## src/rtl/dds_spi_pkg.sv

```systemverilog
// rtl/dds_spi_pkg.sv - shared constants, FSM encoding and helpers for the DDS FWORD SPI link
package dds_spi_pkg;

    // SYNC byte plus four fword bytes per frame
    localparam int FRAME_BYTES = 5;

    // default SYNC byte; any value below 8'h80 resets the slave's byte state
    localparam logic [7:0] SYNC_DEFAULT = 8'h00;

    // width of the half-period / gap / hold counters
    localparam int CNT_W = 16;

    typedef enum logic [2:0] {
        ST_IDLE  = 3'd0,
        ST_SETUP = 3'd1,
        ST_SHIFT = 3'd2,
        ST_GAP   = 3'd3,
        ST_HOLD  = 3'd4
    } spi_state_t;

    // the slave only accumulates bytes with bit7 set, so every fword byte needs it
    function automatic logic fword_ok(input logic [31:0] fw);
        fword_ok = fw[7] & fw[15] & fw[23] & fw[31];
    endfunction

endpackage

```

## src/rtl/spi_byte_shifter.sv

```systemverilog
// rtl/spi_byte_shifter.sv - mode-0 SPI byte engine: SCK timing, tx/rx shift registers, byte_done
module spi_byte_shifter
    import dds_spi_pkg::*;
#(
    parameter int HALF_DIV = 2
) (
    input  logic       clk,
    input  logic       rst,
    input  logic       i_load,
    input  logic [7:0] i_tx_byte,
    input  logic       i_go,
    input  logic       i_miso,
    output logic       o_sck,
    output logic       o_mosi,
    output logic [7:0] o_rx_byte,
    output logic       o_byte_done
);

    logic             r_active;
    logic             r_sck;
    logic [CNT_W-1:0] r_half;
    logic [2:0]       r_bit;
    logic [7:0]       r_tx;
    logic [7:0]       r_rx;

    logic w_half_end;
    logic w_rise;
    logic w_fall;
    logic w_last;

    assign w_half_end  = r_active && (r_half == CNT_W'(HALF_DIV - 1));
    assign w_rise      = w_half_end && !r_sck;
    assign w_fall      = w_half_end && r_sck;
    // last falling edge of bit 0: SCK drops and the engine goes idle on this edge
    assign w_last      = w_fall && (r_bit == 3'd7);

    assign o_sck       = r_sck;
    assign o_mosi      = r_tx[7];
    assign o_rx_byte   = r_rx;
    assign o_byte_done = w_last;

    // SCK half-period timing and bit counting; each byte starts with a full low half
    always_ff @(posedge clk or negedge rst) begin
        if (!rst) begin
            r_active <= 1'b0;
            r_sck    <= 1'b0;
            r_half   <= '0;
            r_bit    <= 3'd0;
        end else if (i_go && !r_active) begin
            r_active <= 1'b1;
            r_sck    <= 1'b0;
            r_half   <= '0;
            r_bit    <= 3'd0;
        end else if (r_active) begin
            if (w_half_end) begin
                r_half <= '0;
                r_sck  <= ~r_sck;
                if (w_fall) begin
                    if (w_last) begin
                        r_active <= 1'b0;
                    end else begin
                        r_bit <= r_bit + 3'd1;
                    end
                end
            end else begin
                r_half <= r_half + CNT_W'(1);
            end
        end
    end

    // tx shifter: load wins; shift on falling edges except after bit 0 so mosi holds until reloaded
    always_ff @(posedge clk or negedge rst) begin
        if (!rst) begin
            r_tx <= 8'h00;
        end else if (i_load) begin
            r_tx <= i_tx_byte;
        end else if (w_fall && !w_last) begin
            r_tx <= {r_tx[6:0], 1'b0};
        end
    end

    // rx shifter: capture miso MSB first on each rising SCK edge
    always_ff @(posedge clk or negedge rst) begin
        if (!rst) begin
            r_rx <= 8'h00;
        end else if (w_rise) begin
            r_rx <= {r_rx[6:0], i_miso};
        end
    end

endmodule

```

## src/rtl/spi_fword_master.sv

```systemverilog
// rtl/spi_fword_master.sv - SPI master sending SYNC + 32-bit DDS fword with echo checking
module spi_fword_master
    import dds_spi_pkg::*;
#(
    parameter int         HALF_DIV   = 2,
    parameter int         GAP_CYCLES = 4,
    parameter logic [7:0] SYNC_BYTE  = SYNC_DEFAULT
) (
    input  logic        clk,
    input  logic        rst,
    input  logic [31:0] fword,
    input  logic        start,
    output logic        busy,
    output logic        done,
    output logic        reject,
    output logic        echo_err,
    output logic        cs,
    output logic        sck,
    output logic        mosi,
    input  logic        miso
);

    localparam logic [2:0] LAST_IDX = 3'(FRAME_BYTES - 1);

    spi_state_t       r_state;
    logic [CNT_W-1:0] r_cnt;
    logic [2:0]       r_idx;
    logic [31:0]      r_fword;
    logic             r_busy;
    logic             r_done;
    logic             r_reject;
    logic             r_echo_err;
    logic             r_cs;

    logic       w_accept;
    logic       w_go;
    logic       w_load;
    logic       w_byte_done;
    logic [7:0] w_load_byte;
    logic [7:0] w_rx_byte;
    logic [7:0] w_expect;

    // frame byte order: SYNC, then fword LSB byte first
    function automatic logic [7:0] tx_byte(input logic [2:0] idx, input logic [31:0] fw);
        case (idx)
            3'd0:    tx_byte = SYNC_BYTE;
            3'd1:    tx_byte = fw[7:0];
            3'd2:    tx_byte = fw[15:8];
            3'd3:    tx_byte = fw[23:16];
            3'd4:    tx_byte = fw[31:24];
            default: tx_byte = 8'h00;
        endcase
    endfunction

    assign w_accept = (r_state == ST_IDLE) && start && fword_ok(fword);
    assign w_go     = ((r_state == ST_SETUP) && (r_cnt == CNT_W'(HALF_DIV - 1))) ||
                      ((r_state == ST_GAP)   && (r_cnt == CNT_W'(GAP_CYCLES - 1)));
    // slave echoes the previous byte plus one
    assign w_expect = 8'(tx_byte(3'(r_idx - 3'd1), r_fword) + 8'd1);

    assign busy     = r_busy;
    assign done     = r_done;
    assign reject   = r_reject;
    assign echo_err = r_echo_err;
    assign cs       = r_cs;

    // next tx byte: SYNC on accept, following byte at each byte end, zero after the last
    always_comb begin
        w_load      = 1'b0;
        w_load_byte = 8'h00;
        if (w_accept) begin
            w_load      = 1'b1;
            w_load_byte = SYNC_BYTE;
        end else if ((r_state == ST_SHIFT) && w_byte_done) begin
            w_load      = 1'b1;
            w_load_byte = (r_idx == LAST_IDX) ? 8'h00 : tx_byte(3'(r_idx + 3'd1), r_fword);
        end
    end

    spi_byte_shifter #(
        .HALF_DIV (HALF_DIV)
    ) u_shifter (
        .clk         (clk),
        .rst         (rst),
        .i_load      (w_load),
        .i_tx_byte   (w_load_byte),
        .i_go        (w_go),
        .i_miso      (miso),
        .o_sck       (sck),
        .o_mosi      (mosi),
        .o_rx_byte   (w_rx_byte),
        .o_byte_done (w_byte_done)
    );

    // frame sequencer: handshakes, phase timing, echo check, registered status outputs
    always_ff @(posedge clk or negedge rst) begin
        if (!rst) begin
            r_state    <= ST_IDLE;
            r_cnt      <= '0;
            r_idx      <= 3'd0;
            r_fword    <= 32'h0;
            r_busy     <= 1'b0;
            r_done     <= 1'b0;
            r_reject   <= 1'b0;
            r_echo_err <= 1'b0;
            r_cs       <= 1'b1;
        end else begin
            r_done   <= 1'b0;
            r_reject <= 1'b0;
            case (r_state)
                ST_IDLE: begin
                    if (start) begin
                        if (fword_ok(fword)) begin
                            r_fword    <= fword;
                            r_idx      <= 3'd0;
                            r_cnt      <= '0;
                            r_busy     <= 1'b1;
                            r_cs       <= 1'b0;
                            r_echo_err <= 1'b0;
                            r_state    <= ST_SETUP;
                        end else begin
                            r_reject <= 1'b1;
                        end
                    end
                end
                ST_SETUP: begin
                    if (r_cnt == CNT_W'(HALF_DIV - 1)) begin
                        r_cnt   <= '0;
                        r_state <= ST_SHIFT;
                    end else begin
                        r_cnt <= r_cnt + CNT_W'(1);
                    end
                end
                ST_SHIFT: begin
                    if (w_byte_done) begin
                        if ((r_idx != 3'd0) && (w_rx_byte != w_expect)) begin
                            r_echo_err <= 1'b1;
                        end
                        r_cnt <= '0;
                        if (r_idx == LAST_IDX) begin
                            r_state <= ST_HOLD;
                        end else begin
                            r_idx   <= r_idx + 3'd1;
                            r_state <= ST_GAP;
                        end
                    end
                end
                ST_GAP: begin
                    if (r_cnt == CNT_W'(GAP_CYCLES - 1)) begin
                        r_cnt   <= '0;
                        r_state <= ST_SHIFT;
                    end else begin
                        r_cnt <= r_cnt + CNT_W'(1);
                    end
                end
                ST_HOLD: begin
                    if (r_cnt == CNT_W'(HALF_DIV - 1)) begin
                        r_cs    <= 1'b1;
                        r_done  <= 1'b1;
                        r_busy  <= 1'b0;
                        r_state <= ST_IDLE;
                    end else begin
                        r_cnt <= r_cnt + CNT_W'(1);
                    end
                end
                default: r_state <= ST_IDLE;
            endcase
        end
    end

endmodule

```

## config.mk

```make
export PLATFORM = sky130hd
export DESIGN_NAME = spi_fword_master
export DESIGN_NICKNAME = d
export VERILOG_FILES = /design/src/rtl/dds_spi_pkg.sv /design/src/rtl/spi_byte_shifter.sv /design/src/rtl/spi_fword_master.sv
export SDC_FILE = /design/constraint.sdc
export NUM_CORES = 1
export LEC_CHECK = 0
export ABC_AREA = 1
export BUFFER_PORTS_ARGS = -buffer_cell sky130_fd_sc_hd__buf_2
export CORE_MARGIN = 2
export CORE_UTILIZATION = 30
export CTS_CLUSTER_SIZE = 28
export DETAILED_ROUTE_END_ITERATION = 8
export PLACE_DENSITY = 0.56
export SLEW_MARGIN = 20
export SYNTH_ARGS = -nofsm -noshare
export SYNTH_HDL_FRONTEND = slang
export SYNTH_SLANG_ARGS = --single-unit
```

## constraint.sdc

```tcl
create_clock -name clk -period 5.75 [get_ports clk]
set_clock_uncertainty 0.15 [all_clocks]
set_input_delay 1.15 -clock clk [delete_from_list [all_inputs] [get_ports clk]]
set_output_delay 1.15 -clock clk [all_outputs]
set_load 0.01 [all_outputs]
```

==> results of run 1 <==
[where the power goes]
part	leakage [nW]	switching, W	internal, W
Clock	0.137	0.000256	0.000318
Combinational	1.66	0.000836	0.000416
Sequential	1.21	0.000186	0.000890
Total	3.01	0.00128	0.00162
[through the flow]
stage          power, W  util, %  instances
2_1_floorplan  0.002027        -        721
3_3_place_gp   0.002332    32.83        977
3_5_place_dp   0.002339    32.83        977
4_1_cts        0.002933    34.37        993
5_1_grt        0.003173    34.37        993
6_report       0.002902    34.37        993
[worst min-delay path, stage by stage (launching register included)]
cell,delay [ps]
dfrtp_1,320
inv_1,60
nand2_1,60
[worst paths after layout]
kind / start / to / slack (ps) / depth (start not counted)
worst max-delay path: r_idx[0] / echo_err / 2660 / 18
max in group asynchronous: rst / u_shifter.r_tx[3] / 3750 / 2
worst min register to register: r_fword[31] / r_fword[31] / 320 / 2
worst max register to register: r_idx[0] / echo_err / 2660 / 18
min in group asynchronous: rst / r_fword[5] / 780 / 1
worst min-delay path: r_fword[31] / r_fword[31] / 320 / 2
[metal layers]
metal / routed length, microns / vias to the layer above / global-route usage (%)
met5: 0 / - / 0
li1: - / 2451 / -
met3: 500 / 9 / 3.419
met2: 6095 / 82 / 22.79
met4: 133 / 0 / 3.828
met1: 6521 / 2248 / 19.82
[cell usage after synthesis (3+ instances only)]
cell type,n,area share (%)
ha_1,15,3.4
nand2_2,3,0.34
inv_1,104,7.1
nor3_1,13,1.2
xor2_1,6,0.96
nand4_1,20,2.3
nor4_1,10,1.1
dfrtp_1,95,43
a21oi_1,31,2.8
o21ai_0,68,6.2
nor2_1,54,3.7
nand2_1,160,11
nand3_1,60,5.5
a221oi_1,8,1.3
inv_2,7,0.48
buf_2,6,0.55
clkbuf_1,7,0.48
nand2_4,3,0.62
nor2_2,6,0.68
o22ai_1,14,1.6
[layout make-up]
type	instances	area share [%]
clock buffers	14	4.276
clock inverters	2	0.2229
inverters	112	6.809
multi-input cells	495	41.32
flip-flops and latches	96	38.93
well taps	229	4.640
repair buffers	45	3.810
[sequential cells by signal (all words and copies together), names as in the netlist]
name,count
r_state,3
r_cnt,16
done,1
echo_err,1
u_shifter.r_bit,3
u_shifter.o_sck,1
u_shifter.r_tx,8
busy,1
u_shifter.o_rx_byte,8
r_fword,32
u_shifter.r_active,1
r_idx,3
cs,1
u_shifter.r_half,16
reject,1
[cell families (layout without fill, tap and decap cells)]
kind of cell | after synthesis | after routing | synth area share (%)
buffers and inverters | 130 | 173 | 9.722
AOI/OAI and AO/OA | 131 | 131 | 13.30
DFF | 96 | 96 | 43.84
xor gates and xnor gates | 7 | 7 | 1.118
and+or+nand+nor | 342 | 342 | 28.59
adders and majority gates | 15 | 15 | 3.423
[placed cells by master, fill, tap and decap left out, types with 2 or more instances in the layout]
cell type and instances:
o21ai_0 68, nand2_4 3, or2_2 2, clkbuf_16 9
nand3_1 60, nand3_2 2, inv_1 104, nor2_2 6
nor2_1 54, nand4_1 20, clkbuf_1 3, dfrtp_1 95
ha_1 15, o21ai_1 2, nand4_2 2, inv_2 7
o22ai_1 14, a21oi_2 2, xor2_1 6, nor4_1 10
nor3_1 12, a221oi_1 8, a22oi_1 2, nor3_2 3
buf_2 41, nand2_2 3, buf_4 4, a22o_1 2
nand2_1 160, a21oi_1 31, clkbuf_8 2
==> summary.md, run 1 <==
| Metric | Value |
|---|---|
| Power per standard cell area | 469.9 nW/um^2 |
| DR vias | 4790 |
| Drt total wl | 13250 microns |
| Top Family by Delay on Critical Path | simple AND/OR/NAND/NOR gates |
| Vias/cell | 4.824 |
| GRT Util Overall | 14.39% |
| DRC | 0 |
| Estimated wirelength of the detail-placed design | 9717 microns |
| Die span in y | 139.2 microns |
| N_diodes | 0 |
| Arrival time at the worst endpoint | 3180 ps |
| Seq/Total Area, Yosys | 43.84% |
| Register area | 2404 sq um |
| Min setup slack post-route | 2658 ps |
| CTS tree | built |
| CTS Sinks | 96 |
| Antenna violations before repair | 0 |
| First-pass GRT wire length | 22650 microns |
| DIE WIDTH | 139.2 microns |
| TNS Setup | 0 ps |
| Top cell by count, worst path | nand3_1 |
| Maximum vdd drop | 0.1748 mV |
| Total congestion overflow | 0 |
| Clk slew on worst S/H paths | 70 ps |
| Crit path buffers/inverters | 3 |
| Max transition margin | 38.75% |
| Max Transition Viols Final | 0 |
| Site row count | 49 |
| CTS root buf | clkbuf_16 |
| Layout cells sized above 1 | 11.91% |
| Fmax | 0.3234 GHz |
| Vias in the first global route | 4605 |
| Clk buf depth | 2 |
| Placed Instance Area | 5897 sq um |
| Post-synthesis register bit count | 96 |
| Multi-input logic area | 2551 sq um |
| Syn Nets | 772 |
| Hold buffers post-CTS | 0 |
| Post-synth EDFFs | 0 |
| Initial Util | 30.52% |
| Area grow syn2layout | 12.62% |
| Core ar. | 17960 sq um |
| Worst EP required | 5840 ps |
| H-tree depth | 3 |
| Mapped Area | 5483 sq um |
| Slew @ Worst Pin | 918.8 ps |
| Worst path cell trace | inv_1 > ha_1 > inv_2 > nand2_4 > nand2_4 > nand3_1 > nand2_1 > nor2_1 > inv_1 > ha_1 > xnor2_1 > nand3_1 > nor2_1 > nand3_1 > nor2_1 > nand3_1 > nand2_1 > a21oi_2 |
| Top FF cell, synth | dfrtp_1 |
| Worst Hold Slack | 320.2 ps |
| Fraction of registers with async set/reset | 100.0% |
| Worst skew pair latency | 350 ps |
| Design area | 6175 sq um |
| Worst hold-check path type | flip-flop to flip-flop |
| Unrepaired setup endpoints after global routing | false |
| I/O pins | 43 |
| Max-cap check violation count | 0 |
| Nets | 810 |
| Final Hold Viols | 0 |
| Final Cycle Share | 53.77% |
| Fin crit period | 3092 ps |
| DRT Pass-1 Iters | 5 |
| Max FO, Critical Path | 24 |
| Run status | finished, final reports clean |
| Syn Area/Cell | 7.604 sq um |
| Worst path max stage delay | 430 ps |
| Total CTS buffers | 9 |
| Unique masters post-synth | 41 |
| Yosys warning total | 0 |
| RD Place Congestion | 0.8367 |
| WL/cell | 13.34 microns |
| Final count of negative-setup-slack endpoints | 0 |
| Worst Path Class, Setup | flip-flop to flip-flop |
| DR iter-0 viols | 312 |
| Startpoint types | flip-flop |
| DP Worst Slack | 2575 ps |
| Fill count | 1906 |
| Die area | 19370 sq um |
| Worst path slowest cell | dfrtp_1 |
| Final ANT Viol Nets | 0 |
| Leak Pwr | 3.013 nW |
| Cell count after synthesis | 721 |
| Post-CTS resize count | 0 |
| Setup Fix Bufs, Post-CTS | 0 |
| Port Buf Inserts | 42 |
| Worst setup EP type | flip-flop |
| Pin count of the biggest net entering global routing | 71 |
Note: power is estimated with default switching activity, not from simulation.
==> run 2: changes to the inputs <==
--- a/config.mk
+++ b/config.mk
@@ -11,7 +11,7 @@
 export CORE_UTILIZATION = 30
 export CTS_CLUSTER_SIZE = 28
 export DETAILED_ROUTE_END_ITERATION = 8
-export PLACE_DENSITY = 0.56
+export PLACE_DENSITY = 0.57
 export SLEW_MARGIN = 20
 export SYNTH_ARGS = -nofsm -noshare
 export SYNTH_HDL_FRONTEND = slang
==> constraint.sdc (replaced) <==
create_clock -name clk -period 2.7 [get_ports clk]
set_clock_uncertainty 0.15 [all_clocks]
set_input_delay 0.54 -clock clk [delete_from_list [all_inputs] [get_ports clk]]
set_output_delay 0.54 -clock clk [all_outputs]
set_load 0.01 [all_outputs]
==> run 2 against run 1 <==
- via count grew 1.1%
- die area is the same
- setup slack lost 2400 ps
- clock-buffer cell count shrank 2
- fmax grew 24%
- combinational power grew 150%
- core utilization grew 1.4 points
- largest cell class unchanged
- worst hold slack lost 91 ps
- critical path depth is the same
- critical path type unchanged
==> summary.md, run 2 (synthesized netlist as in run 1, its figures left out) <==
| Metric | Value |
|---|---|
| Run status | finished, final reports clean |
| Max transition margin | 61.40% |
| Nets | 834 |
| First-pass GRT wire length | 23370 microns |
| Vias in the first global route | 4759 |
| Cell-internal power | 0.003711 W |
| Vias/cell | 4.764 |
| Final ANT Viol Nets | 0 |
| Initial Util | 30.52% |
| Startpoint types | flip-flop |
| Worst EP required | 2790 ps |
| Arrival time at the worst endpoint | 2580 ps |
| Drt total wl | 13630 microns |
| Estimated wirelength of the detail-placed design | 10120 microns |
| Worst setup EP type | flip-flop |
| Site row count | 49 |
| Final Cycle Share | 92.12% |
| Pin count of the biggest net entering global routing | 57 |
| CTS root buf | clkbuf_16 |
| DIE WIDTH | 139.2 microns |
| Clk slew on worst S/H paths | 70 ps |
| WL/cell | 13.40 microns |
| RD Place Congestion | 0.9148 |
| Total congestion overflow | 0 |
| Fin util | 35.82% |
| Area grow syn2layout | 17.34% |
| Non-filler instance count after layout | 1017 |
| Leak Pwr | 3.153 nW |
| R2r worst-path depth | 18 |
| GRT Util Overall | 14.84% |
| Hold path depth | 3 |
| Port Buf Inserts | 42 |
| Worst hold-check path type | input port to flip-flop |
| Total CTS buffers | 9 |
| Reg2Reg Launch Point | r_idx[0] |
| R2r endpoint | echo_err |
| Antenna violations before repair | 0 |
| Worst hold path endpoint | r_fword[1] |
| Commonest cells after routing, fill and taps aside | nand2_1, inv_1, dfrtp_1 |
| Final count of negative-setup-slack endpoints | 0 |
| Most flop-heavy register | r_fword |
| Clk buf depth | 2 |
| CTS tree | built |
| Worst Path Class, Setup | flip-flop to flip-flop |
| Power per standard cell area | 1022 nW/um^2 |
| Highest routing layer actually used | met4 |
| Slew @ Worst Pin | 578.3 ps |
| H-tree depth | 3 |
| Switch share | 43.59% |
| I/O pins | 43 |
| Comb power frac | 46.7% |
| Max Transition Viols Final | 0 |
| Maximum vdd drop | 0.3979 mV |
| TNS Setup | 0 ps |
| Clock share of power | 18.5% |
| P_sw | 0.002867 W |
| Register share of total power | 34.9% |
| Max FO, Critical Path | 6 |
| DR iter-0 viols | 316 |
| Met3 Routed Length | 567 microns |
| Wl on met1 | 6712 microns |
| Total Power | 0.006578 W |
| Max-cap check violation count | 0 |
| CTS Sinks | 96 |
| Layout cells sized above 1 | 15.74% |
| Cells after DPL | 991 |
| Fmax | 0.4020 GHz |
| Fill count | 1891 |
| Final Hold Viols | 0 |
| Beginning of the worst hold path | fword[1] |
| DRT Pass-1 Iters | 5 |
| Die span in y | 139.2 microns |
| DR vias | 4845 |
| Reg2reg setup slack | 210 ps |
| Commonest non-fill, non-tap cell in the layout | nand2_1 |
| Worst skew pair latency | 360 ps |
| Max reg flops | 32 |
| Fin crit period | 2487 ps |
| Metal2 WL | 6048 microns |
| Die area | 19370 sq um |
| N_diodes | 0 |
| Top flop regs | r_fword (32), r_cnt (16), u_shifter.r_half (16) |
| Core ar. | 17960 sq um |
| DRC | 0 |
==> run 2: per-stage QoR <==
| stage | hold WS, ps | setup WS, ps | instance area, sq um |
|---|---|---|---|
| final | 229.0 | 212.7 | 6434 |
| after global placement | 262.4 | 143.0 | 6017 |
| after detailed placement | 262.6 | 71.45 | 6017 |
| after floorplan | 94.41 | 20.27 | 5485 |
| after CTS | 220.0 | 58.78 | 6302 |
| after global routing | 231.4 | -1.951 | 6434 |
==> run 2: area by class of cell <==
type	instances	area (sq um)	share of cell area [%]
Timing Repair Buffer	69	434.2	6.748
Inverter	112	422.9	6.573
Clock buffer	12	246.5	3.831
Tap cell	229	286.5	4.454
Multi-Input combinational cell	495	2611	40.59
Clock inverter	4	28.78	0.4473
Sequential cell	96	2404	37.36
==> run 2: worst max-delay path: stages (launching register included) <==
cell,delay (ps)
dfrtp_1,360
inv_2,60
ha_4,170
inv_4,70
nand2_4,80
buf_4,170
nand4_1,80
nand2_1,70
nor2_2,140
inv_1,90
ha_4,270
xnor2_2,90
nand3_1,70
nor2_1,90
nand3_1,80
nor2_1,100
nand3_1,80
nand2_1,80
a21oi_2,50
==> run 2: routing by layer <==
| layer | GRT usage [%] | up-vias |
|---|---|---|
| li1 | - | 2500 |
| met1 | 20.29 | 2230 |
| met2 | 23.20 | 96 |
| met3 | 3.488 | 19 |
| met4 | 4.997 | 0 |
| met5 | 0 | - |
==> run 2: worst max path at each step <==
stage,startpoint,endpoint,slack (ps)
floorplan,r_idx[0],echo_err,20
global placement,r_idx[0],echo_err,140
detailed placement,r_idx[0],echo_err,70
CTS,r_idx[0],echo_err,60
global route,r_idx[0],echo_err,-2
finish,r_idx[0],echo_err,210
==> run 2: repair_timing <==
| item | in CTS | in global routing |
|---|---|---|
| buffers inserted | 0 | 9 |
| hold buffers | 1 | 0 |
| hold endpoints to repair | 13 | 0 |
| setup endpoints to repair | 0 | 10 |
| resized for setup | 0 | 13 |
==> run 2: power groups by stage <==
| stage | clock [W] | sequential, W | combinational, W |
|---|---|---|---|
| 6_report | 0.00121 | 0.00229 | 0.00307 |
| 2_1_floorplan | 0 | 0.00219 | 0.00213 |
| 4_1_cts | 0.00127 | 0.00228 | 0.00282 |
| 3_5_place_dp | 0 | 0.00230 | 0.00281 |
| 3_3_place_gp | 0 | 0.00231 | 0.00279 |
| 5_1_grt | 0.00132 | 0.00234 | 0.00350 |
==> run 3: changes to the inputs <==
--- a/config.mk
+++ b/config.mk
@@ -5,13 +5,12 @@
 export SDC_FILE = /design/constraint.sdc
 export NUM_CORES = 1
 export LEC_CHECK = 0
-export ABC_AREA = 1
 export BUFFER_PORTS_ARGS = -buffer_cell sky130_fd_sc_hd__buf_2
 export CORE_MARGIN = 2
 export CORE_UTILIZATION = 30
 export CTS_CLUSTER_SIZE = 28
 export DETAILED_ROUTE_END_ITERATION = 8
-export PLACE_DENSITY = 0.57
+export PLACE_DENSITY = 0.56
 export SLEW_MARGIN = 20
 export SYNTH_ARGS = -nofsm -noshare
 export SYNTH_HDL_FRONTEND = slang
==> constraint.sdc (replaced) <==
create_clock -name clk -period 2.47 [get_ports clk]
set_clock_uncertainty 0.15 [all_clocks]
set_input_delay 0.494 -clock clk [delete_from_list [all_inputs] [get_ports clk]]
set_output_delay 0.494 -clock clk [all_outputs]
set_load 0.01 [all_outputs]
==> run 3 against run 2 <==
- final cell count is 16% lower
- critical path type unchanged
- highest routed layer unchanged
- synthesized cell count is 30% lower
- synthesized area shrank 4.1%
- the flow now finishes with violations (setup timing)
- global-route usage increased by 0.22 points
- critical endpoint unchanged
- largest cell class unchanged
==> summary.md, run 3 <==
| Metric | Value |
|---|---|
| Seq/Total Area, Yosys | 45.73% |
| Most flop-heavy register | r_fword |
| Reg2reg setup slack | -260 ps |
| CTS tree | built |
| Fraction of registers with async set/reset | 100.0% |
| Final ANT Viol Nets | 0 |
| Final count of negative-setup-slack endpoints | 8 |
| TNS Setup | -998.7 ps |
| Drt total wl | 13610 microns |
| I/O pins | 43 |
| Top flop regs | r_fword (32), r_cnt (16), u_shifter.r_half (16) |
| Worst hold-check path type | input port to flip-flop |
| Slew @ Worst Pin | 523.8 ps |
| Multi-input logic area | 2917 sq um |
| Failing checks | setup timing |
| DIE WIDTH | 136.4 microns |
| Die span in y | 136.4 microns |
| Unique masters post-synth | 59 |
| Commonest non-fill, non-tap cell in the layout | dfrtp_1 |
| Maximum vdd drop | 0.3525 mV |
| Total congestion overflow | 0 |
| Min setup slack post-route | -256.8 ps |
| Layout cells sized above 1 | 36.96% |
| Syn Area/Cell | 10.47 sq um |
| Commonest cells after routing, fill and taps aside | dfrtp_1, buf_4, buf_2 |
| Pin count of the biggest net entering global routing | 38 |
| DR iter-0 viols | 367 |
| Register area | 2406 sq um |
| Yosys top cell area share | 45.23% |
| Estimated wirelength of the detail-placed design | 9906 microns |
| Vias/cell | 5.278 |
| RD Place Congestion | 0.8550 |
| Startpoint types | flip-flop |
| Syn Nets | 553 |
| Synth cell count leaders | dfrtp_1, mux2_2, nor2_1, nand2_1 |
| Fin util | 40.11% |
| Nets | 671 |
| Cell count after synthesis | 502 |
| Worst Path Class, Setup | flip-flop to flip-flop |
| CTS root buf | clkbuf_16 |
| Design area | 6914 sq um |
| Vias in the first global route | 4400 |
| Unrepaired setup endpoints after global routing | true |
| DR vias | 4486 |
| Arrival time at the worst endpoint | 2810 ps |
| Cells taking the most area after synthesis | dfrtp_1, mux2_2, ha_1, a22o_1, nor2_1 |
| Worst Hold Slack | 213.3 ps |
| Final Hold Viols | 0 |
| Initial Util | 30.50% |
| Max reg flops | 32 |
| Power per standard cell area | 445.8 nW/um^2 |
| Placed Instance Area | 6259 sq um |
| Fin crit period | 2727 ps |
| Worst EP required | 2550 ps |
| Final Cycle Share | 110.4% |
| DRT Pass-1 Iters | 6 |
| Fill count | 1666 |
| Post-synthesis register bit count | 96 |
| Antenna violations before repair | 0 |
| Leak Pwr | 3.151 nW |
| Top FF cell, synth | dfrtp_1 |
| Max Transition Viols Final | 0 |
| Area grow syn2layout | 31.54% |
| Site row count | 48 |
| First-pass GRT wire length | 21960 microns |
| Clk slew on worst S/H paths | 70 ps |
| Max transition margin | 65.08% |
| Max-cap check violation count | 0 |
| Mapped Area | 5256 sq um |
| Port Buf Inserts | 42 |
| Core ar. | 17240 sq um |
| N_diodes | 0 |
| H-tree depth | 3 |
| Worst skew pair latency | 360 ps |
| Max FO, Critical Path | 7 |
| Die area | 18600 sq um |
| DRC | 0 |
| Yosys warning total | 0 |
| Clk buf depth | 2 |
| Worst setup EP type | flip-flop |
| Count leader, synth | dfrtp_1 |
| Total CTS buffers | 9 |
| Fmax | 0.3667 GHz |
| Post-synth top area cell | dfrtp_1 |
| WL/cell | 16.02 microns |
| GRT Util Overall | 15.06% |
| Post-synth EDFFs | 0 |
| CTS Sinks | 96 |
| Run status | finished, violations left |
==> run 3: cell types whose count changed after synthesis, moves of 8 or more <==
cell and delta:
a21oi_1 -20, a222oi_1 +8, a22o_1 +19, and3_1 +14, inv_1 -91, mux2_2 +38, mux2i_1 +9, nand2_1 -131
nand3_1 -43, nor2_1 -18, o21ai_0 -57, xor2_1 +8
==> run 3: metal layers <==
layer,up-vias,GRT usage (%),share of wire [%]
li1,2128,-,-
met1,2227,19.46,44
met2,108,24.76,49
met3,23,3.579,4.2
met4,0,5.035,1.9
met5,-,0,0
==> run 3: stage by stage <==
| step | worst slack [ps] | cells | total power (W) |
|---|---|---|---|
| floorplan | -236.0 | 502 | 0.001605 |
| global placement | -205.1 | 816 | 0.001673 |
| detailed placement | -256.5 | 816 | 0.001674 |
| CTS | -250.0 | 839 | 0.003128 |
| global route | -383.2 | 850 | 0.003205 |
| finish | -256.8 | 850 | 0.003082 |
==> run 3: cell families after synthesis <==
group	Yosys count	share of synthesized area [%]
buffers and inverters	38	3.142
adders and majority gates	15	3.571
muxes	47	9.855
and+or+nand+nor	173	18.21
DFF	96	45.73
xor gates and xnor gates	21	3.499
AOI/OAI and AO/OA	112	16.00
==> run 3: power by group <==
part | leakage, nW | internal [W] | switching, W
registers | 1.27 | 0.00157 | 0
clock network | 0.153 | 0.000816 | 0.000624
logic | 1.73 | 0.0000291 | 0.0000412
total | 3.15 | 0.00242 | 0.000666
==> run 3: final timing paths <==
kind / start / end / depth (start not counted)
worst max-delay path: r_idx[1] / echo_err / 11
worst min-delay path: fword[21] / r_fword[21] / 2
worst max register to register: r_idx[1] / echo_err / 11
worst min register to register: cs / cs / 2
max in group asynchronous: rst / r_idx[1] / 3
min in group asynchronous: rst / u_shifter.r_half[15] / 2
==> run 3: final cells by class <==
class	instances	area share, %
clock inverters	6	0.9591
inverters	13	0.7419
well taps	225	4.072
repair buffers	132	13.79
multi-input cells	368	42.18
flip-flops and latches	96	34.80
clock buffers	10	3.456
==> run 3: timing repair <==
action,4_1_cts,5_1_grt
resized for setup,11,28
pin swaps,9,15
endpoints found under the setup margin,21,32
hold endpoints to repair,26,0
cloned,0,2
hold buffers,1,0
buffers inserted,6,9
==> run 3: critical path, stage by stage, from the launching register on <==
cell      delay, ps
dfrtp_2         410
inv_2            90
ha_4            170
xor2_1          130
buf_4           160
buf_12          130
or4_4           540
buf_4           160
a221oi_1        320
o311ai_2        140
nand4_1         120
a311oi_1         90
